File: src/rtl/stage_scheduler_pkg.sv
// Shared types and constants for the pipeline stage scheduler.
// Holds the state encoding, error causes and well-known stage indices.
package stage_scheduler_pkg;

    localparam int NUM_STAGES_MAX = 16;
    localparam int IDX_W          = $clog2(NUM_STAGES_MAX);

    typedef enum logic [2:0] {
        S_IDLE,
        S_LAUNCH,
        S_WAIT,
        S_ADVANCE,
        S_DONE,
        S_ERROR
    } state_t;

    localparam logic [1:0] CAUSE_NONE     = 2'd0;
    localparam logic [1:0] CAUSE_TIMEOUT  = 2'd1;
    localparam logic [1:0] CAUSE_SPURIOUS = 2'd2;

    localparam logic [IDX_W-1:0] STAGE_FIRST         = 4'd0;
    localparam logic [IDX_W-1:0] STAGE_SORT_SEQUENCE = 4'd9;

endpackage

File: src/rtl/stage_scheduler_if.sv
// Stage-side bus between the scheduler and the per-stage controllers.
// stage_start is a one-cycle launch pulse; stage_end is a level a stage raises when finished
// and may keep high afterwards; ram_owner grants the shared RAMs while the stage is launched/running.
interface stage_scheduler_if #(
    parameter int NUM_STAGES = 10
);
    logic [NUM_STAGES-1:0] stage_start;
    logic [NUM_STAGES-1:0] stage_end;
    logic [NUM_STAGES-1:0] ram_owner;

    modport master (
        output stage_start,
        output ram_owner,
        input  stage_end
    );

    modport slave (
        input  stage_start,
        input  ram_owner,
        output stage_end
    );
endinterface

File: src/rtl/stage_scheduler_next_stage_finder.sv
// Combinational search for the first unmasked stage at or after a start index.
// A start beyond the last stage reports not-found; the search never wraps.
module next_stage_finder #(
    parameter int NUM_STAGES = 10
) (
    input  logic [NUM_STAGES-1:0] skip_mask,
    input  logic [4:0]            start,
    output logic [3:0]            index,
    output logic                  found
);
    always_comb begin
        index = '0;
        found = 1'b0;
        // Walk downwards so the lowest qualifying index is the one left standing.
        for (int k = NUM_STAGES - 1; k >= 0; k--) begin
            if ((5'(k) >= start) && !skip_mask[k]) begin
                index = 4'(k);
                found = 1'b1;
            end
        end
    end
endmodule

File: src/rtl/stage_scheduler.sv
// Sequences the pipeline stages in order, grants shared-RAM ownership to the active stage,
// skips masked stages and traps hung (timeout) or out-of-order (spurious end) stages.
module stage_scheduler
    import stage_scheduler_pkg::*;
#(
    parameter int NUM_STAGES     = 10,
    parameter int TIMEOUT_CYCLES = 1000000
) (
    input  logic                  clk,
    input  logic                  program_reset,
    input  logic                  start_program,
    input  logic [NUM_STAGES-1:0] skip_mask,
    stage_scheduler_if.master     bus,
    output logic [IDX_W-1:0]      current_stage,
    output logic                  busy,
    output logic                  program_done,
    output logic                  error,
    output logic [IDX_W-1:0]      error_stage,
    output logic [1:0]            error_cause,
    output state_t                state
);
    localparam logic [19:0] WD_LAST = 20'(TIMEOUT_CYCLES - 1);

    state_t                next_state;
    logic [IDX_W-1:0]      idx, next_idx;
    logic [19:0]           watchdog;
    logic [1:0]            next_cause;
    logic [4:0]            find_start;
    logic [IDX_W-1:0]      find_index;
    logic                  find_found;
    logic [NUM_STAGES-1:0] later_mask;
    logic [NUM_STAGES-1:0] cur_onehot;
    logic [NUM_STAGES-1:0] next_onehot;

    next_stage_finder #(.NUM_STAGES(NUM_STAGES)) u_finder (
        .skip_mask (skip_mask),
        .start     (find_start),
        .index     (find_index),
        .found     (find_found)
    );

    // IDLE searches from stage 0; ADVANCE searches strictly after the finished stage.
    assign find_start  = (state == S_ADVANCE) ? (5'(idx) + 5'd1) : 5'd0;
    assign cur_onehot  = NUM_STAGES'(1) << idx;
    assign next_onehot = NUM_STAGES'(1) << next_idx;

    always_comb begin
        later_mask = '0;
        for (int j = 0; j < NUM_STAGES; j++) begin
            later_mask[j] = (4'(j) > idx);
        end
    end

    always_comb begin
        next_state = state;
        next_idx   = idx;
        next_cause = CAUSE_NONE;
        case (state)
            S_IDLE: begin
                if (start_program) begin
                    next_idx   = find_index;
                    next_state = find_found ? S_LAUNCH : S_DONE;
                end
            end
            S_LAUNCH: next_state = S_WAIT;
            S_WAIT: begin
                // Finished stages may hold their end high, so only later stages count as spurious.
                if (|(bus.stage_end & later_mask)) begin
                    next_state = S_ERROR;
                    next_cause = CAUSE_SPURIOUS;
                end else if (watchdog == WD_LAST) begin
                    next_state = S_ERROR;
                    next_cause = CAUSE_TIMEOUT;
                end else if (|(bus.stage_end & cur_onehot)) begin
                    next_state = S_ADVANCE;
                end
            end
            S_ADVANCE: begin
                if (find_found) begin
                    next_idx   = find_index;
                    next_state = S_LAUNCH;
                end else begin
                    next_state = S_DONE;
                end
            end
            S_DONE:  if (!start_program) next_state = S_IDLE;
            S_ERROR: next_state = S_ERROR;
            default: next_state = S_IDLE;
        endcase
    end

    always_ff @(posedge clk) begin
        if (program_reset) begin
            state           <= S_IDLE;
            idx             <= '0;
            watchdog        <= '0;
            bus.stage_start <= '0;
            bus.ram_owner   <= '0;
            current_stage   <= '0;
            busy            <= 1'b0;
            program_done    <= 1'b0;
            error           <= 1'b0;
            error_stage     <= '0;
            error_cause     <= CAUSE_NONE;
        end else begin
            state           <= next_state;
            idx             <= next_idx;
            // Zero through LAUNCH, then counts WAIT cycles so the trap lands TIMEOUT_CYCLES after launch.
            watchdog        <= (next_state == S_WAIT) ? (watchdog + 20'd1) : '0;
            bus.stage_start <= (next_state == S_LAUNCH) ? next_onehot : '0;
            bus.ram_owner   <= (next_state inside {S_LAUNCH, S_WAIT}) ? next_onehot : '0;
            current_stage   <= (next_state == S_IDLE) ? '0 : next_idx;
            busy            <= (next_state inside {S_LAUNCH, S_WAIT, S_ADVANCE});
            program_done    <= (next_state == S_DONE);
            error           <= (next_state == S_ERROR);
            if ((state == S_WAIT) && (next_state == S_ERROR)) begin
                error_stage <= idx;
                error_cause <= next_cause;
            end
        end
    end
endmodule

File: src/flat_wrapper.sv
// flat-port wrapper written by rule: the top's interface ports become plain ports
module stage_scheduler_flat import stage_scheduler_pkg::*;
#(
    parameter int NUM_STAGES     = 10,
    parameter int TIMEOUT_CYCLES = 1000000
)
  (clk, program_reset, start_program, skip_mask, current_stage, busy, program_done, error, error_stage, error_cause, state, bus_stage_start, bus_ram_owner, bus_stage_end);
  stage_scheduler_if #(.NUM_STAGES(NUM_STAGES)) bus_i ();
  input  logic clk;
  input  logic program_reset;
  input  logic start_program;
  input  logic [NUM_STAGES-1:0] skip_mask;
  output logic [IDX_W-1:0] current_stage;
  output logic busy;
  output logic program_done;
  output logic error;
  output logic [IDX_W-1:0] error_stage;
  output logic [1:0] error_cause;
  output state_t state;
  output wire logic [$bits(bus_i.stage_start)-1:0] bus_stage_start;
  output wire logic [$bits(bus_i.ram_owner)-1:0] bus_ram_owner;
  input wire logic [$bits(bus_i.stage_end)-1:0] bus_stage_end;
  assign bus_stage_start = bus_i.stage_start;
  assign bus_ram_owner = bus_i.ram_owner;
  assign bus_i.stage_end = bus_stage_end;
  stage_scheduler #(.NUM_STAGES(NUM_STAGES), .TIMEOUT_CYCLES(TIMEOUT_CYCLES)) u_core (.clk(clk), .program_reset(program_reset), .start_program(start_program), .skip_mask(skip_mask), .bus(bus_i), .current_stage(current_stage), .busy(busy), .program_done(program_done), .error(error), .error_stage(error_stage), .error_cause(error_cause), .state(state));
endmodule
File: config.mk
export PLATFORM = sky130hd
export DESIGN_NAME = stage_scheduler_flat
export DESIGN_NICKNAME = d
export VERILOG_FILES = /design/src/rtl/stage_scheduler_pkg.sv /design/src/rtl/stage_scheduler_if.sv /design/src/rtl/stage_scheduler_next_stage_finder.sv /design/src/rtl/stage_scheduler.sv /design/src/flat_wrapper.sv
export SDC_FILE = /design/constraint.sdc
export NUM_CORES = 1
export LEC_CHECK = 0
export ABC_AREA = 1
export CAP_MARGIN = 40
export CORE_ASPECT_RATIO = 1.1
export CORE_MARGIN = 10
export CORE_UTILIZATION = 45
export DETAILED_ROUTE_END_ITERATION = 12
export GPL_ROUTABILITY_DRIVEN = 0
export PLACE_DENSITY = 0.76
export SLEW_MARGIN = 10
export SYNTH_ARGS = -nofsm -noshare
export SYNTH_HDL_FRONTEND = slang
export SYNTH_HIERARCHICAL = 1
export SYNTH_SLANG_ARGS = --single-unit
File: constraint.sdc
create_clock -name clk -period 3.7 [get_ports clk]
set_clock_uncertainty 0.15 [all_clocks]
set_input_delay 0.925 -clock clk [delete_from_list [all_inputs] [get_ports clk]]
set_output_delay 0.925 -clock clk [all_outputs]
set_load 0.02 [all_outputs]
# Yosys cells after proc, flatten, opt, wreduce, memory -nomap -nowiden
# Cells that the tools add are included.
# op_classes
div_mod_pow	0
n_addsub	2
n_lt_le_gt_ge	20
muxes	34
n_bitwise	5
reduce_logical	31
multipliers	0
n_shift	2
n_eq_ne	11
# op_table
op	count
$mux 4	12
$add 20x1->20 const B	1
$and 10x10->10	2
$eq 20x20->1 const B	1
$ge 3x5->1 const A	4
$reduce_or 10->1	2
$shl 1x4->10 const A	2
$mux 3	6
$pmux 3 s6	1
$gt 3x4->1 const A	4
$eq 3x2->1 const B	4
$eq 3x3->1 const B	4
$logic_and 1x1->1	11
$mux 1	11
$ge 1x5->1 const A	2
$ge 2x5->1 const A	2
$ge 4x5->1 const A	2
$logic_not 1->1	10
$gt 1x4->1 const A	2
$gt 2x4->1 const A	2
$gt 4x4->1 const A	2
$pmux 4 s2	1
$reduce_or 2->1	4
$eq 3x1->1 const B	2
7 further kinds	11
# word_totals
n_memories	0
in_bits	23
latchBits	0
out_inout_bits	36
mem_bits_rw	0
elab_cells	116
regBits	60
mem_bits_ro	0

# Longest topological paths before layout
# logic_depth
word_depth	21
ltp_mapped	24

# By module
# Netlist, hierarchy kept.
# modules_own_cells
mod	n_inst	area_each_um2	cells_per_inst
stage_scheduler	1	2716.4	368
next_stage_finder	1	257.7	59

# Worst setup path after synthesis
# No wires, ideal clock.
# synth_path
path_kind	reg-to-reg
from	register u_core.state[0]
to	register u_core.watchdog[18]
arrival_time_ns	2.903
path_slack_ns	0.586
path_buffers	2
setup_time_ns	0.062
synth_period_minus_slack_ns	3.114
path_stages_with_launch	21
cell_sequence	dfxtp_1 -> inv_1 -> nor3_1 -> inv_1 -> nor3_1 -> nor2_4 -> nand2_1 -> inv_1 -> and2_1 -> nor2_2 -> inv_2 -> nor2_1 -> nand3_1 -> nand2_1 -> o21ai_0 -> a21oi_1 -> and2_1 -> buf_6 -> nand3_4 -> buf_6 -> nor2_2
# synth_via
elab_chain_cells	20
elab_cells_between_ends	47
cone_classes	order compare (10); eq/ne (6); mux (18); bitwise (1); reduce/logical (12)
# synth_rtl
element	line_no	text
from (decl)	stage_scheduler.sv:20	output state_t state
from (signal assigned)	stage_scheduler.sv:106	state <= next_state;
$eq 3x2->1 *	stage_scheduler.sv:43	assign find_start = (state == S_ADVANCE) ? (5'(idx) + 5'd1) : 5'd0;
$mux 5 *	stage_scheduler.sv:43	
named net u_core.find_start[4]	stage_scheduler.sv:28	logic [4:0] find_start;
$ge 4x5->1	stage_scheduler_next_stage_finder.sv:16	if ((5'(k) >= start) && !skip_mask[k]) begin
$logic_and 1x1->1	stage_scheduler_next_stage_finder.sv:16	
$mux 1 (9 in series)	stage_scheduler_next_stage_finder.sv:16	
$mux 1 *	stage_scheduler_next_stage_finder.sv:16	
named net u_core.find_found	stage_scheduler.sv:30	logic find_found;
$mux 3 *	stage_scheduler.sv:62, stage_scheduler.sv:79	
$mux 3	stage_scheduler.sv:60	if (start_program) begin
$pmux 3 s6 *	stage_scheduler.sv:58	case (state)
$eq 3x2->1 *	stage_scheduler.sv:109	watchdog <= (next_state == S_WAIT) ? (watchdog + 20'd1) : '0;
$not 1->1 (no source line) *	--	
$reduce_or 2->1 (no source line) *	--	
to (signal assigned)	stage_scheduler.sv:109	
to (decl)	stage_scheduler.sv:26	logic [19:0] watchdog;
# Mark *: on every way through the listed nets, which the timed path passes. The rest lies on a longest branch.
# A chain may end at the register's enable or synchronous reset.

# Final worst setup path
# layout_path
from	register u_core.idx[3]
to	register u_core.error
# layout_via
elab_chain_cells	18
elab_cells_between_ends	54
cone_classes	add/sub (1); order compare (20); eq/ne (1); shift (1); mux (17); bitwise (2); reduce/logical (12)
# layout_rtl
element	line_no	text
from (decl)	stage_scheduler.sv:25	logic [IDX_W-1:0] idx, next_idx;
from (signal assigned)	stage_scheduler.sv:107	idx <= next_idx;
$add 4x1->5 *	stage_scheduler.sv:43	
$mux 5 *	stage_scheduler.sv:43	
named net u_core.find_start[3]	stage_scheduler.sv:28	
$ge 4x5->1	stage_scheduler_next_stage_finder.sv:16	
$logic_and 1x1->1	stage_scheduler_next_stage_finder.sv:16	
$mux 1 (9 in series)	stage_scheduler_next_stage_finder.sv:16	
$mux 1 *	stage_scheduler_next_stage_finder.sv:16	
named net u_core.find_found	stage_scheduler.sv:30	
$mux 3 *	stage_scheduler.sv:62, stage_scheduler.sv:79	
$mux 3	stage_scheduler.sv:60	
$pmux 3 s6 *	stage_scheduler.sv:58	
$eq 3x3->1 *	stage_scheduler.sv:115	error <= (next_state == S_ERROR);
to (signal assigned)	stage_scheduler.sv:115	
to (decl)	stage_scheduler.sv:17	output logic error,
# Marks and branches as above.

==> metrics.txt <==
# TYPE chip_impl_metric gauge
chip_impl_info{name="status",value="finished clean"} 1
chip_impl_metric{name="layout.nets",unit=""} 524
chip_impl_metric{name="grt_overflow_total",unit=""} 0
chip_impl_metric{name="postSynthNetCount",unit=""} 457
chip_impl_metric{name="drtPass1Iterations",unit=""} 4
chip_impl_metric{name="number_of_max_slew_violations_in_the_final_report",unit=""} 0
chip_impl_metric{name="layout-drive-gt1-share",unit=""} 0.1002
chip_impl_metric{name="drt-initial-drc-count",unit=""} 192
chip_impl_info{name="critPathKind",value="flip-flop to flip-flop"} 1
chip_impl_metric{name="placed_cells",unit=""} 564
chip_impl_metric{name="grt_max_degree",unit=""} 21
chip_impl_metric{name="areaGrowthSynthToFinish",unit="%"} 30.46
chip_impl_metric{name="layout.cells.non_filler",unit=""} 581
chip_impl_metric{name="internal_power",unit="mW"} 1.144
chip_impl_metric{name="place_hpwl",unit="mm"} 5.452
chip_impl_metric{name="critical-path-max-stage-delay",unit="ns"} 0.49
chip_impl_info{name="critical_path.endpoint_type",value="flip-flop"} 1
chip_impl_metric{name="num_io_pins",unit=""} 59
chip_impl_info{name="type_of_the_worst_min_delay_path",value="flip-flop to flip-flop"} 1
chip_impl_metric{name="floorplan.initialDensity",unit=""} 0.4564
chip_impl_info{name="cp_slowest_cell",value="sky130_fd_sc_hd__dfxtp_1"} 1
chip_impl_metric{name="final_cycle_share",unit=""} 0.9147
chip_impl_metric{name="route.vias.total",unit=""} 2810
chip_impl_metric{name="synth-seq-area-share",unit=""} 0.4039
chip_impl_metric{name="global_route.usage.total",unit=""} 0.1354
chip_impl_metric{name="worstPathArrival",unit="ns"} 3.50
chip_impl_metric{name="achievable-frequency",unit="MHz"} 295.5
chip_impl_metric{name="critPathBufInv",unit=""} 4
chip_impl_metric{name="synthesis.area",unit="um^2"} 2974
chip_impl_metric{name="p_sw_frac",unit=""} 0.2510
chip_impl_metric{name="worst_pin_slew",unit="ns"} 0.5737
chip_impl_metric{name="cts.hold.buffers_added",unit=""} 0
chip_impl_metric{name="antenna_violating_nets_post_route",unit=""} 0
chip_impl_metric{name="final_core_util",unit=""} 0.5954
chip_impl_metric{name="die_area",unit="um^2"} 10260
chip_impl_metric{name="avgViaCountPerCell",unit=""} 4.836
chip_impl_metric{name="numClockSinks",unit=""} 60
chip_impl_metric{name="via_count_of_the_first_global_routing_pass",unit=""} 2724
chip_impl_info{name="critical_path_cell_by_cell",value="inv_1 -> o21ai_0 -> a21oi_2 -> nor2_4 -> inv_2 -> or2_1 -> nand2_1 -> nor2_1 -> nand3_1 -> inv_1 -> o21ai_0 -> a21oi_1 -> and2_2 -> buf_4 -> nor3_1"} 1
chip_impl_metric{name="seq_power_share",unit=""} 0.440
chip_impl_metric{name="drv_cap",unit=""} 0
chip_impl_metric{name="final_hold_viol_count",unit=""} 0
chip_impl_metric{name="chipHeight",unit="um"} 105.3
chip_impl_info{name="critPathLaunchType",value="flip-flop"} 1
chip_impl_metric{name="relSlewSlack",unit=""} 0.6146
chip_impl_metric{name="yosys_register_bits",unit=""} 60
chip_impl_metric{name="final.min_clock_period",unit="ns"} 3.384
chip_impl_metric{name="report.power.total",unit="mW"} 1.528
chip_impl_metric{name="share_clk_of_total_power",unit=""} 0.418
chip_impl_info{name="grt_setup_unrepaired",value="no"} 1
chip_impl_metric{name="yosys_warnings",unit=""} 6
chip_impl_info{name="worst_path_dominant_cell_family",value="simple AND/OR/NAND/NOR gates"} 1
chip_impl_metric{name="cp.required",unit="ns"} 3.81
chip_impl_metric{name="syn_inst",unit=""} 427
chip_impl_metric{name="power_density",unit="nW/um^2"} 393.7
chip_impl_metric{name="mean_instance_size_in_the_synthesized_netlist",unit="um^2"} 6.965
chip_impl_metric{name="vdd_drop_max",unit="mV"} 0.2552
chip_impl_metric{name="clkTransAtPathRegs",unit="ns"} 0.07
chip_impl_metric{name="power.leakage",unit="nW"} 1.656
chip_impl_metric{name="combPwrFrac",unit=""} 0.142
chip_impl_metric{name="routedWlPerCell",unit="um"} 12.37
chip_impl_metric{name="clockBufferDepth",unit=""} 2
chip_impl_info{name="tritoncts_clock_tree",value="done"} 1
chip_impl_metric{name="drc",unit=""} 0
chip_impl_metric{name="htree_levels",unit=""} 3
chip_impl_metric{name="worst-path-max-fanout",unit=""} 11
chip_impl_metric{name="cts-buffers-inserted",unit=""} 9
chip_impl_info{name="layout_commonest_cell",value="sky130_fd_sc_hd__nand2_1"} 1
chip_impl_metric{name="p_switching",unit="mW"} 0.3834
chip_impl_metric{name="wire_length_of_the_first_global_routing_pass",unit="mm"} 11.75
chip_impl_metric{name="final-setup-viol-count",unit=""} 0
chip_impl_metric{name="fin_tns_setup",unit="ns"} 0
chip_impl_metric{name="io_buffers",unit=""} 58
chip_impl_metric{name="die_width",unit="um"} 97.52
chip_impl_metric{name="post_synth_num_cell_types",unit=""} 33
chip_impl_metric{name="clock_latency_on_the_worst_skew_pair",unit="ns"} 0.34
chip_impl_info{name="clk_root_buffer_cell",value="sky130_fd_sc_hd__clkbuf_8"} 1
chip_impl_metric{name="fp-row-count",unit=""} 31
chip_impl_metric{name="grt_antenna_before_repair",unit=""} 0
chip_impl_metric{name="drt_wl_total",unit="mm"} 7.186
chip_impl_info{name="layout.cells.most_common_list",value="84 x sky130_fd_sc_hd__nand2_1, 74 x sky130_fd_sc_hd__nor2_1, 60 x sky130_fd_sc_hd__inv_1, 60 x sky130_fd_sc_hd__dfxtp_1, 58 x sky130_fd_sc_hd__clkdlybuf4s50_1"} 1
chip_impl_metric{name="core_area",unit="um^2"} 6516
chip_impl_metric{name="n_antenna_cell",unit=""} 0
[area by class of cell]
cell class | instances | area [um^2]
flip-flops and latches | 60 | 1201
multi-input cells | 296 | 1505
clock buffers | 11 | 141.4
inverters | 65 | 244.0
repair buffers | 62 | 610.6
well taps | 82 | 102.6
clock inverters | 5 | 75.07
fillers | 625 | 2636
[power groups by stage]
stage / registers (mW) / logic (mW) / clock network, mW
4_1_cts: 0.673 / 0.210 / 0.653
5_1_grt: 0.675 / 0.239 / 0.678
2_1_floorplan: 0.704 / 0.109 / 0
6_report: 0.673 / 0.217 / 0.638
3_5_place_dp: 0.687 / 0.209 / 0
3_3_place_gp: 0.687 / 0.206 / 0
[timing repair]
action	CTS	global route
setup buffers	0	0
setup endpoints to repair	0	45
resized for setup	0	8
[path summary, 6_finish.rpt]
| kind | from | end | slack (ns) | depth (start not counted) |
|---|---|---|---|---|
| worst max-delay path | u_core/idx[3] | u_core/error | 0.32 | 15 |
| worst min-delay path | u_core/watchdog[0] | u_core/watchdog[0] | 0.32 | 1 |
| worst max register to register | u_core/idx[3] | u_core/error | 0.32 | 15 |
| worst min register to register | u_core/watchdog[0] | u_core/watchdog[0] | 0.32 | 1 |
[flip-flops by register name, indices dropped and copies added (netlist names)]
signal,count
u_core/busy,1
u_core/bus.ram_owner,10
u_core/error_cause,2
u_core/error,1
u_core/current_stage,4
u_core/error_stage,4
u_core/watchdog,20
u_core/bus.stage_start,10
u_core/state,3
u_core/program_done,1
u_core/idx,4
[cells by family (layout without fill, tap and decap cells)]
| logic type | count (synthesis) | after routing | synth area share |
|---|---|---|---|
| simple gates | 227 | 228 | 0.3349 |
| buf+inv | 72 | 143 | 0.1026 |
| flops | 60 | 60 | 0.4039 |
| compound gates | 44 | 44 | 0.07910 |
| xor+xnor | 17 | 17 | 0.05006 |
| fa+ha+maj | 7 | 7 | 0.02945 |
[layer usage]
layer	part of all wire	up-vias	track usage
li1	-	1460	-
met1	0.43	1280	0.1396
met2	0.50	59	0.2431
met3	0.063	11	0.05617
met4	0.011	0	0.04366
met5	0	-	0
[metrics by stage]
stage	cell area [um^2]	hold WS, ns	setup slack (ns)
6_report	3880	0.3190	0.3157
5_1_grt	3880	0.3306	0.01920
4_1_cts	3842	0.3187	0.1556
3_5_place_dp	3626	0.3023	0.1761
3_3_place_gp	3626	0.2922	0.3060
2_1_floorplan	2974	0.2774	0.5856
[cell usage after synthesis]
master | number | area share
sky130_fd_sc_hd__ha_1 | 7 | 0.029
sky130_fd_sc_hd__a31oi_1 | 2 | 0.0042
sky130_fd_sc_hd__clkinv_1 | 1 | 0.0013
sky130_fd_sc_hd__o21a_1 | 1 | 0.0025
sky130_fd_sc_hd__o21ai_2 | 1 | 0.0029
sky130_fd_sc_hd__nand2_1 | 84 | 0.11
sky130_fd_sc_hd__nand2_2 | 2 | 0.0042
sky130_fd_sc_hd__inv_2 | 4 | 0.0050
sky130_fd_sc_hd__buf_2 | 1 | 0.0017
sky130_fd_sc_hd__nor3_1 | 8 | 0.013
sky130_fd_sc_hd__nor2_1 | 76 | 0.096
sky130_fd_sc_hd__a21oi_1 | 22 | 0.037
sky130_fd_sc_hd__a22oi_1 | 1 | 0.0025
sky130_fd_sc_hd__clkbuf_1 | 1 | 0.0013
sky130_fd_sc_hd__nand3_4 | 1 | 0.0059
sky130_fd_sc_hd__xor2_1 | 11 | 0.032
sky130_fd_sc_hd__nor4_2 | 1 | 0.0042
sky130_fd_sc_hd__o22ai_1 | 1 | 0.0021
sky130_fd_sc_hd__buf_4 | 1 | 0.0025
sky130_fd_sc_hd__nor2_2 | 13 | 0.027
sky130_fd_sc_hd__xnor2_1 | 6 | 0.018
sky130_fd_sc_hd__buf_6 | 4 | 0.015
sky130_fd_sc_hd__dfxtp_1 | 60 | 0.40
sky130_fd_sc_hd__nand4_1 | 4 | 0.0084
sky130_fd_sc_hd__inv_1 | 60 | 0.076
sky130_fd_sc_hd__o21ai_0 | 14 | 0.024
sky130_fd_sc_hd__nor3_2 | 1 | 0.0034
sky130_fd_sc_hd__o21ai_1 | 1 | 0.0017
sky130_fd_sc_hd__nor2_4 | 1 | 0.0038
sky130_fd_sc_hd__or2_1 | 1 | 0.0021
sky130_fd_sc_hd__and2_1 | 3 | 0.0063
sky130_fd_sc_hd__o21bai_1 | 1 | 0.0025
sky130_fd_sc_hd__nand3_1 | 32 | 0.054
Power figures use the tool's default switching activity.
